--- src/rtl/camera_control_multirow.sv ---
// -----------------------------------------------------------------------------
// camera_control_multirow
//
// Sequences erase, expose and row-by-row ADC readout for a pixel array of ROWS
// rows. The exposure time is adjustable from push-buttons while idle and
// saturates at EXP_MIN/EXP_MAX. Single-shot frames are started with init. In
// continuous mode a short erase phase separates frames. Status outputs report
// busy and a one-cycle end-of-frame pulse.
//
// Frame timeline (cycles):
//   EXPOSE  : exp_time
//   READOUT : ROWS * (ADC_CYCLES + 1)   (one settle cycle + ADC_CYCLES per row)
//   ERASE   : ERASE_CYCLES              (continuous mode only, between frames)
//
// Ports:
//   clk         in   system clock, rising edge
//   reset       in   asynchronous active-high reset
//   init        in   start a frame (sampled in IDLE only)
//   exp_inc     in   +1 exposure per cycle held (IDLE only)
//   exp_dec     in   -1 exposure per cycle held (IDLE only)
//   cont        in   continuous frames; sampled at the end of each readout
//   nre         out  active-low row enables, at most one low
//   expose      out  pixel expose control
//   erase       out  pixel erase control
//   adc         out  ADC convert strobe
//   busy        out  high whenever the controller is not idle
//   frame_done  out  one-cycle pulse on the last readout cycle of a frame
//   exp_time    out  current exposure setting
//
// All outputs are registers loaded from the next-state decode, so there is no
// combinational path from any input to any output.
// -----------------------------------------------------------------------------
module camera_control_multirow #(
    parameter int ROWS         = 2,
    parameter int EXP_W        = 5,
    parameter int EXP_MIN      = 2,
    parameter int EXP_MAX      = 30,
    parameter int EXP_DEFAULT  = 2,
    parameter int ADC_CYCLES   = 2,
    parameter int ERASE_CYCLES = 1
) (
    input  logic             clk,
    input  logic             reset,
    input  logic             init,
    input  logic             exp_inc,
    input  logic             exp_dec,
    input  logic             cont,
    output logic [ROWS-1:0]  nre,
    output logic             expose,
    output logic             erase,
    output logic             adc,
    output logic             busy,
    output logic             frame_done,
    output logic [EXP_W-1:0] exp_time
);

    // Counter widths
    localparam int SLOT_W  = $clog2(ADC_CYCLES + 1);
    localparam int ROW_W   = (ROWS > 1) ? $clog2(ROWS) : 1;
    localparam int ERASE_W = $clog2(ERASE_CYCLES + 1);

    // Sized constants so every comparison is width-matched
    localparam logic [EXP_W-1:0]   EXP_MIN_V     = EXP_W'(EXP_MIN);
    localparam logic [EXP_W-1:0]   EXP_MAX_V     = EXP_W'(EXP_MAX);
    localparam logic [EXP_W-1:0]   EXP_DEFAULT_V = EXP_W'(EXP_DEFAULT);
    localparam logic [SLOT_W-1:0]  SLOT_LAST     = SLOT_W'(ADC_CYCLES);
    localparam logic [ROW_W-1:0]   ROW_LAST      = ROW_W'(ROWS - 1);
    localparam logic [ERASE_W-1:0] ERASE_LAST    = ERASE_W'(ERASE_CYCLES - 1);

    typedef enum logic [1:0] {
        S_IDLE,
        S_EXPOSE,
        S_READOUT,
        S_ERASE
    } state_t;

    // Registered state and counters
    state_t             state;
    logic [EXP_W-1:0]   exp_cnt;
    logic [SLOT_W-1:0]  slot_cnt;
    logic [ROW_W-1:0]   row_cnt;
    logic [ERASE_W-1:0] erase_cnt;

    // Next-state values
    state_t             nxt_state;
    logic [EXP_W-1:0]   nxt_exp_time;
    logic [EXP_W-1:0]   nxt_exp_cnt;
    logic [SLOT_W-1:0]  nxt_slot;
    logic [ROW_W-1:0]   nxt_row;
    logic [ERASE_W-1:0] nxt_erase_cnt;

    // Next-cycle output values, decoded from the next state
    logic [ROWS-1:0]    nxt_nre;
    logic               nxt_expose;
    logic               nxt_erase;
    logic               nxt_adc;
    logic               nxt_busy;
    logic               nxt_frame_done;

    // -------------------------------------------------------------------------
    // Next-state logic
    // -------------------------------------------------------------------------
    always_comb begin
        // NOTE: every signal gets a default before the case so that no path
        // leaves one unassigned; otherwise synthesis would infer a latch.
        nxt_state     = state;
        nxt_exp_time  = exp_time;
        nxt_exp_cnt   = exp_cnt;
        nxt_slot      = slot_cnt;
        nxt_row       = row_cnt;
        nxt_erase_cnt = erase_cnt;

        case (state)
            S_IDLE: begin
                // init wins over the exposure buttons in the same cycle
                if (init) begin
                    nxt_state   = S_EXPOSE;
                    nxt_exp_cnt = '0;
                end else if (exp_inc && !exp_dec) begin
                    if (exp_time < EXP_MAX_V)
                        nxt_exp_time = exp_time + EXP_W'(1);
                end else if (exp_dec && !exp_inc) begin
                    if (exp_time > EXP_MIN_V)
                        nxt_exp_time = exp_time - EXP_W'(1);
                end
            end

            S_EXPOSE: begin
                // exp_cnt runs 0..exp_time-1; exp_time is frozen while busy
                if (exp_cnt == exp_time - EXP_W'(1)) begin
                    nxt_state = S_READOUT;
                    nxt_slot  = '0;
                    nxt_row   = '0;
                end else begin
                    nxt_exp_cnt = exp_cnt + EXP_W'(1);
                end
            end

            S_READOUT: begin
                if (slot_cnt == SLOT_LAST) begin
                    nxt_slot = '0;
                    if (row_cnt == ROW_LAST) begin
                        // End of frame: cont is only looked at here, so a
                        // running frame always completes.
                        nxt_row       = '0;
                        nxt_erase_cnt = '0;
                        nxt_state     = cont ? S_ERASE : S_IDLE;
                    end else begin
                        nxt_row = row_cnt + ROW_W'(1);
                    end
                end else begin
                    nxt_slot = slot_cnt + SLOT_W'(1);
                end
            end

            S_ERASE: begin
                if (erase_cnt == ERASE_LAST) begin
                    nxt_state   = S_EXPOSE;
                    nxt_exp_cnt = '0;
                end else begin
                    nxt_erase_cnt = erase_cnt + ERASE_W'(1);
                end
            end

            default: nxt_state = S_IDLE;
        endcase

        // Output decode for the coming cycle
        nxt_expose     = (nxt_state == S_EXPOSE);
        nxt_erase      = (nxt_state == S_IDLE) || (nxt_state == S_ERASE);
        nxt_busy       = (nxt_state != S_IDLE);
        nxt_adc        = (nxt_state == S_READOUT) && (nxt_slot != '0);
        nxt_frame_done = (nxt_state == S_READOUT) && (nxt_row == ROW_LAST) &&
                         (nxt_slot == SLOT_LAST);
        for (int r = 0; r < ROWS; r++)
            nxt_nre[r] = !((nxt_state == S_READOUT) && (nxt_row == ROW_W'(r)));
    end

    // -------------------------------------------------------------------------
    // State, counters and registered outputs
    // -------------------------------------------------------------------------
    always_ff @(posedge clk or posedge reset) begin
        if (reset) begin
            state      <= S_IDLE;
            exp_time   <= EXP_DEFAULT_V;
            exp_cnt    <= '0;
            slot_cnt   <= '0;
            row_cnt    <= '0;
            erase_cnt  <= '0;
            nre        <= '1;
            expose     <= 1'b0;
            erase      <= 1'b1;
            adc        <= 1'b0;
            busy       <= 1'b0;
            frame_done <= 1'b0;
        end else begin
            // NOTE: non-blocking assignments so every register samples the
            // values from before this edge, independent of statement order.
            state      <= nxt_state;
            exp_time   <= nxt_exp_time;
            exp_cnt    <= nxt_exp_cnt;
            slot_cnt   <= nxt_slot;
            row_cnt    <= nxt_row;
            erase_cnt  <= nxt_erase_cnt;
            nre        <= nxt_nre;
            expose     <= nxt_expose;
            erase      <= nxt_erase;
            adc        <= nxt_adc;
            busy       <= nxt_busy;
            frame_done <= nxt_frame_done;
        end
    end

endmodule
--- config.mk ---
export PLATFORM = sky130hd
export DESIGN_NAME = camera_control_multirow
export DESIGN_NICKNAME = d
export VERILOG_FILES = /design/src/rtl/camera_control_multirow.sv
export SDC_FILE = /design/constraint.sdc
export NUM_CORES = 1
export LEC_CHECK = 0
export CORE_AREA = 2 2 45 68
export DETAILED_ROUTE_END_ITERATION = 8
export DIE_AREA = 0 0 47 70
export GPL_TIMING_DRIVEN = 0
export HOLD_SLACK_MARGIN = 0.08
export PLACE_DENSITY = 0.86
export SLEW_MARGIN = 10
export SYNTH_ARGS = -nofsm -noshare
export SYNTH_HDL_FRONTEND = slang
export SYNTH_SLANG_ARGS = --single-unit
export TNS_END_PERCENT = 100
--- constraint.sdc ---
create_clock -name clk -period 3.7 [get_ports clk]
set_input_delay 0.74 -clock clk [delete_from_list [all_inputs] [get_ports clk]]
set_output_delay 0.74 -clock clk [all_outputs]
set_load 0.02 [all_outputs]
# --- Word-level counts from Yosys, hierarchy flattened ---
# Cells that the tools add are included.
op_classes:
  n_addsub: 6
  magnitude_cmp: 2
  n_eq_ne: 15
  muxes: 26
  n_bitwise: 2
  n_reduce_logical: 22
ops:
  columns: ["operator", "count"]
  rows:
  - ["5-bit two-way mux", 7]
  - ["2-bit two-way mux", 8]
  - ["5-bit case mux with 3 select lines", 1]
  - ["2-bit == test, second input constant", 6]
  - ["5-bit by 1-bit adder with 5-bit output, second input constant", 2]
  - ["2-bit != test, second input constant", 5]
  - ["2-bit nonzero test", 5]
  - ["2-bit case mux with 4 select lines", 1]
  - ["1-bit logical AND", 6]
  - ["1-bit two-way mux", 6]
  - ["5-bit == test", 1]
  - ["5-bit by 2-bit greater-than comparator with 1-bit output, second input constant", 1]
  - ["5-bit less-than comparator, second input constant", 1]
  - ["5-bit AND reduction", 1]
  - ["5-bit by 1-bit subtractor with 5-bit output, second input constant", 1]
  - ["2-bit by 1-bit == test with 1-bit output, second input constant", 2]
  - ["1-bit zero test", 4]
  - ["2-bit zero test", 2]
  - ["1-bit case mux with 2 select lines", 2]
  - ["2-bit case mux with 2 select lines", 1]
  - ["4-bit AND reduction", 1]
  - ["3-bit AND reduction", 1]
  - ["3-bit nonzero test", 1]
  - ["1-bit adder, second input constant", 2]
  - ["other kinds (4)", 5]
totals:
  reg_bits: 23
  in_bits: 6
  out_inout_bits: 12
  word_cells: 85

# --- Longest topological paths before layout ---
# Gate-level depths: netlist of run 1.
logic_depth:
  word_depth: 7
  mapped_depth: 12

# --- Worst setup path after synthesis of run 1 ---
# No wires, ideal clock.
synth_timing:
  path_type: "register to register"
  from: "register exp_time[0]"
  to: "register frame_done"
  setup_ns: 0.079
  t_arrival_ns: 2.599
  t_required_ns: 3.621
  path_slack_ns: 1.022
  path_stages_with_launch: 13
  n_path_buf: 1
  synth_period_minus_slack_ns: 2.678
  cell_sequence: "dfrtp_1 clkbuf_2 inv_1 ha_1 xnor2_1 a211oi_2 o211a_2 o21ai_2 a22oi_1 ha_1 o2111ai_1 a21oi_1 a2bb2oi_1"
synth_between:
  elab_chain_cells: 7
synth_rtl:
  columns: ["item", "line_no", "source"]
  rows:
  - ["from (decl)", "54", "output logic [EXP_W-1:0] exp_time"]
  - ["from (signal assigned)", "200", "exp_time <= nxt_exp_time;"]
  - ["5-bit by 1-bit subtractor with 5-bit output", "130", "if (exp_cnt == exp_time - EXP_W'(1)) begin"]
  - ["5-bit == test", "130", null]
  - ["2-bit two-way mux", "130", null]
  - ["2-bit case mux with 4 select lines", "113", "case (state)"]
  - ["net nxt_state[1]", "85", "state_t nxt_state;"]
  - ["2-bit == test", "173", "nxt_frame_done = (nxt_state == S_READOUT) && (nxt_row == ROW_LAST) &&"]
  - ["1-bit logical AND (2 in series)", "173", null]
  - ["net nxt_frame_done", "98", "logic nxt_frame_done;"]
  - ["to (signal assigned)", "210", "frame_done <= nxt_frame_done;"]
  - ["to (decl)", "53", "output logic frame_done,"]
# The timed path passes the listed nets, and every way through them passes these cells.
# A chain may end at the register's enable or synchronous reset.

# --- Final worst setup path of run 1 ---
layout_timing:
  from: "register exp_time[1]"
  to: "register frame_done"
# The elaborated chain is that of the path after synthesis.

==> impl_metrics.ini, run 1 <==
[clocking]
postCtsSetupRepairBufs = 0
tritoncts = done
clk_pin_slew_ns = 0.08
cts_resized = 0
cts_root_buf = clkbuf_8
cts_max_level = 1
clkSinkCount = 22
clock_path_buffers = 2
numCtsBuffers = 3
cts_hold_buf = 0
clkLatencyLatePin_ns = 0.27

[logic_synthesis]
yosys_warnings = 0
synth_top_family_by_area = compound AO/OA/AOI/OAI gates
syn_nets = 167
synthAdderAreaFrac = 0.104
async_reset_ff_frac = 1.00
synthXorXnorAreaFrac = 0.0717
synth.distinct_cells = 48
netlist_area_sq_um = 1450
synthMuxAreaShare = 0.0207
seq_area_frac_synth = 0.384
synth-simple-area-share = 0.168
synthCells = 149
synth_edf_count = 0
synth_area_per_cell_sq_um = 9.72
ys_seq_elements = 22
synthFlopType = dfrtp_1
synth_compound_area_frac = 0.194

[power]
cellLeakagePower_nw = 0.758
p_comb_frac = 0.574
total_power_mw = 1.48
p_per_area_nw_per_um2 = 853
p_int_uw = 832
swShare = 0.439
ir_drop_v = 0.000494
sequentialPowerShare = 0.272
p_sw_uw = 651
p_clk_frac = 0.154

[drt]
wirelength_um = 3000
top_layer_used = met4
via_per_inst = 5.66
met1_length_um = 1150
met2_length_um = 1680
wl_met3_um = 79
drc = 0
drt_iter0_drc = 52
dr.pass1.iters = 4
final_antenna_net_count = 0
wl_per_cell_um = 14.3
vias = 1182

[worst_setup_path]
reg2reg_depth = 11
worst_setup_path_start_kind = flop
crit_path_end_kind = flop
max_stage_delay_ns = 0.61
crit_required_ns = 3.89
worst-path-max-fanout = 8
worst_path_max_delay_cell = dfstp_2
crit_top_cell = ha_1
cp-endpoint = frame_done$_DFF_PP0_
crit_family = compound AO/OA/AOI/OAI gates
crit_buf_inv = 1
crit_arrival_ns = 3.21
r2r_setup_slack_ns = 0.69
critPathLaunch = exp_time[1]$_DFFE_PP1P_
path_cells = inv_1 > ha_1 > xnor2_1 > a211oi_2 > o211a_2 > o21ai_2 > a22oi_1 > ha_1 > o2111ai_1 > a21oi_1 > a2bb2oi_1
rr_startpoint = exp_time[1]$_DFFE_PP1P_
reg2reg_to = frame_done$_DFF_PP0_
critical_path_depth = 11
critPathKind = reg2reg

[placed_design]
hpwl_um = 2270
portBuffers = 17
place.gp.congestion = 0.834

[grt]
grt.total_usage = 0.206
grt_overflow = 0
grt_max_degree = 23
antenna_found_initial = 0
grt_pass1_wl_um = 5020
grt_pass1_vias = 1176

[timing]
period_share = 0.814
max_freq_mhz = 332
tns_ns = 0
min_period_ns = 3.01
tightest_slew_ns = 0.817
final_max_slew_viol_count = 0
maxSlewHeadroom = 0.455
setup_viol = 0
final_hold_viol_count = 0
clock_skew_ns = 0.00215
rsz0062_at_grt = no

[floorplanning]
dieWidth_um = 47
std_cell_rows = 24
dieArea_sq_um = 3290
core_area_sq_um = 2760
fp.dieH_um = 70
start_util = 0.524
io_pins = 18

[cells_and_area]
diodes = 0
synthToLayoutAreaGrowth_pct = 20.1
fillCellCount = 229
drive_above_1_share = 0.129
fin_nets = 189

[outcome]
status = finished, final reports clean

[job]
drv_cap = 0

[worst_hold_path]
min_path_type = reg2reg
## sequential cells by signal, indices dropped and copies added (netlist names)
signal,cells
erase,1
busy,1
nre,2
expose,1
row_cnt,1
slot_cnt,2
exp_time,5
frame_done,1
exp_cnt,5
adc,1
state,2
## worst reg2reg max path, delay by kind of cell, from the launching register on
family	cells	cell delay, ns
AO/OA/AOI/OAI	7	1.43
XOR/XNOR	1	0.16
adder cells (fa/ha/maj)	2	0.66
buffers and inverters	1	0.08
flip-flops	1	0.61
## cell usage after synthesis, types with 2 or more instances
cell | instances | area, sq um
ha_1 | 12 | 150
a31oi_1 | 4 | 25.0
a22oi_1 | 3 | 22.5
nor3_1 | 2 | 10.0
nor2_1 | 7 | 26.3
dfrtp_1 | 18 | 450
mux2i_1 | 3 | 30.0
nand2_1 | 14 | 52.6
a211oi_1 | 2 | 15.0
and2_1 | 2 | 12.5
nand3_1 | 8 | 40.0
dfstp_2 | 4 | 105
nor2b_1 | 2 | 12.5
nand2b_1 | 3 | 18.8
nand4_1 | 3 | 18.8
a21oi_1 | 8 | 40.0
inv_1 | 11 | 41.3
buf_6 | 2 | 22.5
xor2_1 | 5 | 43.8
xnor2_1 | 5 | 43.8
o21ai_0 | 2 | 10.0
a2bb2oi_1 | 2 | 17.5
nor3_2 | 2 | 20.0
## cell families after synthesis
family,after synthesis
AND/OR/NAND/NOR,47
AO/OA/AOI/OAI,37
flip-flops,22
buffers and inverters,17
adder cells (fa/ha/maj),12
XOR/XNOR,11
multiplexers,3
## power groups by stage
| stage | Sequential [mW] | Combinational [mW] | Clock, mW |
|---|---|---|---|
| floorplan | 0.453 | 0.567 | 0 |
| global placement | 0.404 | 0.806 | 0 |
| detailed placement | 0.409 | 0.843 | 0 |
| CTS | 0.404 | 0.853 | 0.228 |
| global route | 0.416 | 0.930 | 0.236 |
| finish | 0.404 | 0.852 | 0.228 |
## cell type report
class,count,area [sq um],area share
well taps,39,48.8,0.0281
clock inverters,1,30.0,0.0173
repair buffers,17,170,0.0979
flip-flops and latches,22,556,0.320
inverters,11,41.3,0.0238
plain buffers,6,43.8,0.0252
multi-input cells,110,807,0.464
clock buffers,3,41.3,0.0238
## stage by stage
| step | util | instance area (sq um) | instances | setup WS, ns | hold slack (ns) |
|---|---|---|---|---|---|
| CTS | 0.629 | 1740 | 209 | 0.682 | 0.551 |
| finish | 0.629 | 1740 | 209 | 0.686 | 0.550 |
| global placement | 0.603 | 1670 | 205 | 0.907 | 0.524 |
| floorplan | - | 1450 | 149 | 1.02 | 0.495 |
| global route | 0.629 | 1740 | 209 | 0.427 | 0.580 |
| detailed placement | 0.603 | 1670 | 205 | 0.708 | 0.541 |
## cell usage in the layout (no fill, tap or decap), drive strengths merged, types with 4 or more instances in the layout
cell and n:
xor2 6, o21ai 4, buf 4, ha 12
xnor2 5, dfstp 4, nor2 7, a21oi 9
dfrtp 18, nor3 4, nand2 14, a31oi 4
nand3 8, inv 11, clkbuf 5, clkdlybuf4s50 17
## layer usage
layer  track usage  vias to the layer above
met2         0.361                       24
met4        0.0679                        0
met3        0.0439                       10
li1              -                      569
met1         0.232                      579
met5             0                        -
## how the worst min path moves through the flow
stage / end / cells past startpoint / slack, ns / startpoint
2_1_floorplan: slot_cnt[0]$_DFF_PP0_ / 1 / 0.50 / slot_cnt[0]$_DFF_PP0_
3_3_place_gp: slot_cnt[0]$_DFF_PP0_ / 1 / 0.52 / slot_cnt[0]$_DFF_PP0_
3_5_place_dp: exp_time[1]$_DFFE_PP1P_ / 2 / 0.54 / exp_time[1]$_DFFE_PP1P_
4_1_cts: exp_time[1]$_DFFE_PP1P_ / 2 / 0.55 / exp_time[1]$_DFFE_PP1P_
5_1_grt: slot_cnt[0]$_DFF_PP0_ / 1 / 0.58 / slot_cnt[0]$_DFF_PP0_
6_report: exp_time[1]$_DFFE_PP1P_ / 2 / 0.55 / exp_time[1]$_DFFE_PP1P_
(Power assumes the default switching activity.)
==> inputs of run 2 (changes only) <==
clock period = 2.8 ns   (was 3.7 ns; I/O delays follow)
==> run 2 against run 1 <==
Worst hold slack got worse by 0.0023 ns. Sequential power increased by 32%. Sequential share of layout area shrank 1.4 points. Register-to-register slack worse by 0.57 ns. Design area up 4.6%. Highest routed layer unchanged. Die area unchanged. Clock skew about the same. Global-route usage grew 0.15 points. First-iteration DRC count is 35% higher. Fmax rose by 12%. Total power up 42%. Combinational power is 49% higher.
==> impl_metrics.ini, run 2 (same netlist as run 1, synthesis figures left out) <==
[cells_and_area]
layout_commonest_cell = dfrtp_1
reg.largest.list = exp_cnt (5), exp_time (5)
diodes = 0
fin_nets = 195
synthToLayoutAreaGrowth_pct = 25.6
final_core_util = 0.658
drive_above_1_share = 0.193
final_cell_mix = dfrtp_1, clkdlybuf4s50_1, nand2_1

[power]
p_per_area_nw_per_um2 = 1160
cellLeakagePower_nw = 0.789
total_power_mw = 2.10
ir_drop_v = 0.000628

[floorplanning]
fp.dieH_um = 70
io_pins = 18
start_util = 0.524
core_area_sq_um = 2760
dieWidth_um = 47
dieArea_sq_um = 3290
std_cell_rows = 24

[grt]
grt_max_degree = 23
grt_pass1_wl_um = 5040
antenna_found_initial = 0
grt.total_usage = 0.207
grt_pass1_vias = 1189
grt_overflow = 0

[worst_setup_path]
crit_arrival_ns = 2.88
max_stage_delay_ns = 0.60
crit_path_end_kind = flop
crit_family = compound AO/OA/AOI/OAI gates
worst_setup_path_start_kind = flop
r2r_setup_slack_ns = 0.11
path_cells = inv_1 > ha_4 > xnor2_1 > a211oi_2 > o211ai_2 > nand2_2 > a31o_1 > ha_2 > o2111ai_1 > a21oi_1 > a2bb2oi_1
worst_path_max_delay_cell = dfstp_2
critPathKind = reg2reg
worst-path-max-fanout = 8
crit_required_ns = 2.99
crit_buf_inv = 1

[timing]
setup_viol = 0
tightest_slew_ns = 0.820
final_hold_viol_count = 0
maxSlewHeadroom = 0.453
final_max_slew_viol_count = 0
setup_slack_ns = 0.112
max_freq_mhz = 372
period_share = 0.960
clock_skew_ns = 0.00217
min_period_ns = 2.69
holdWs_ns = 0.548
tns_ns = 0

[clocking]
clock_path_buffers = 2
cts_max_level = 1
numCtsBuffers = 3
clk_pin_slew_ns = 0.08
tritoncts = done
clkLatencyLatePin_ns = 0.27
clkSinkCount = 22
cts_root_buf = clkbuf_8

[outcome]
status = finished, final reports clean

[placed_design]
portBuffers = 17
place.gp.congestion = 0.834
dp_slack_ns = -0.192
hpwl_um = 2270

[drt]
drc = 0
final_antenna_net_count = 0
wirelength_um = 3270
drt_iter0_drc = 70
via_per_inst = 5.76
wl_per_cell_um = 15.2
vias = 1238
dr.pass1.iters = 4

[job]
drv_cap = 0

[worst_hold_path]
min_path_type = reg2reg
## run 2: changes by cell type in the layout (fill, tap and decap cells not counted)
| cell | change |
|---|---|
| a22oi_2 | +2 |
| a22oi_1 | -2 |
| nand2_2 | +1 |
| ha_1 | -2 |
| o211a_4 | +1 |
| ha_4 | +1 |
| buf_4 | +6 |
| inv_1 | -1 |
| o211a_2 | -1 |
| ha_2 | +1 |
| nand2_1 | -1 |
| inv_2 | +1 |
## run 2: worst paths after layout
path	startpoint	end	cells past startpoint
min in group asynchronous	reset	exp_time[3]$_DFFE_PP0P_	2
max reg2reg	exp_time[1]$_DFFE_PP1P_	frame_done$_DFF_PP0_	11
min reg2reg	exp_time[1]$_DFFE_PP1P_	exp_time[1]$_DFFE_PP1P_	2
min	exp_time[1]$_DFFE_PP1P_	exp_time[1]$_DFFE_PP1P_	2
max	exp_time[1]$_DFFE_PP1P_	frame_done$_DFF_PP0_	11
max in group asynchronous	reset	state[0]$_DFF_PP0_	2
## run 2: repair_timing
action / 4_1_cts / 5_1_grt
gates resized for setup: 3 / 5
buffers inserted: 1 / 5
endpoints found under the setup margin: 1 / 2
hold buffers: 0 / 0
pin swaps: 2 / 2
## run 2: layout make-up
type	count	area, sq um
Clock buffer	3	41.3
Fill cell	220	945
Inverter	11	41.3
Timing Repair Buffer	23	215
Buffer	6	43.8
Multi-Input combinational cell	110	842
Sequential cell	22	556
Clock inverter	1	30.0
Tap cell	39	48.8
## run 2: metrics by stage
step / std cells / instance area [sq um]
final: 215 / 1820
after global routing: 215 / 1820
after CTS: 210 / 1760
after detailed placement: 205 / 1670
after global placement: 205 / 1670
after floorplan: 149 / 1450
## run 2: tightest hold or removal path: cells and delay by family (launching register included)
| family | cells | cell delay (ns) |
|---|---|---|
| compound gates | 1 | 0.07 |
| flops | 1 | 0.41 |
| simple gates | 1 | 0.06 |
## run 2: metal layers
layer	vias to the layer above	track usage	share of wire
met1	608	0.227	0.37
met2	39	0.371	0.57
li1	580	-	-
met4	0	0.0679	0.024
met3	11	0.0413	0.036
met5	-	0	0
## run 2: where the power goes
| group | internal, mW | leakage (nW) | switching [mW] | total [mW] |
|---|---|---|---|---|
| Clock | 0.191 | 0.0357 | 0.108 | 0.299 |
| Sequential | 0.436 | 0.278 | 0.0987 | 0.535 |
| Combinational | 0.560 | 0.475 | 0.711 | 1.27 |
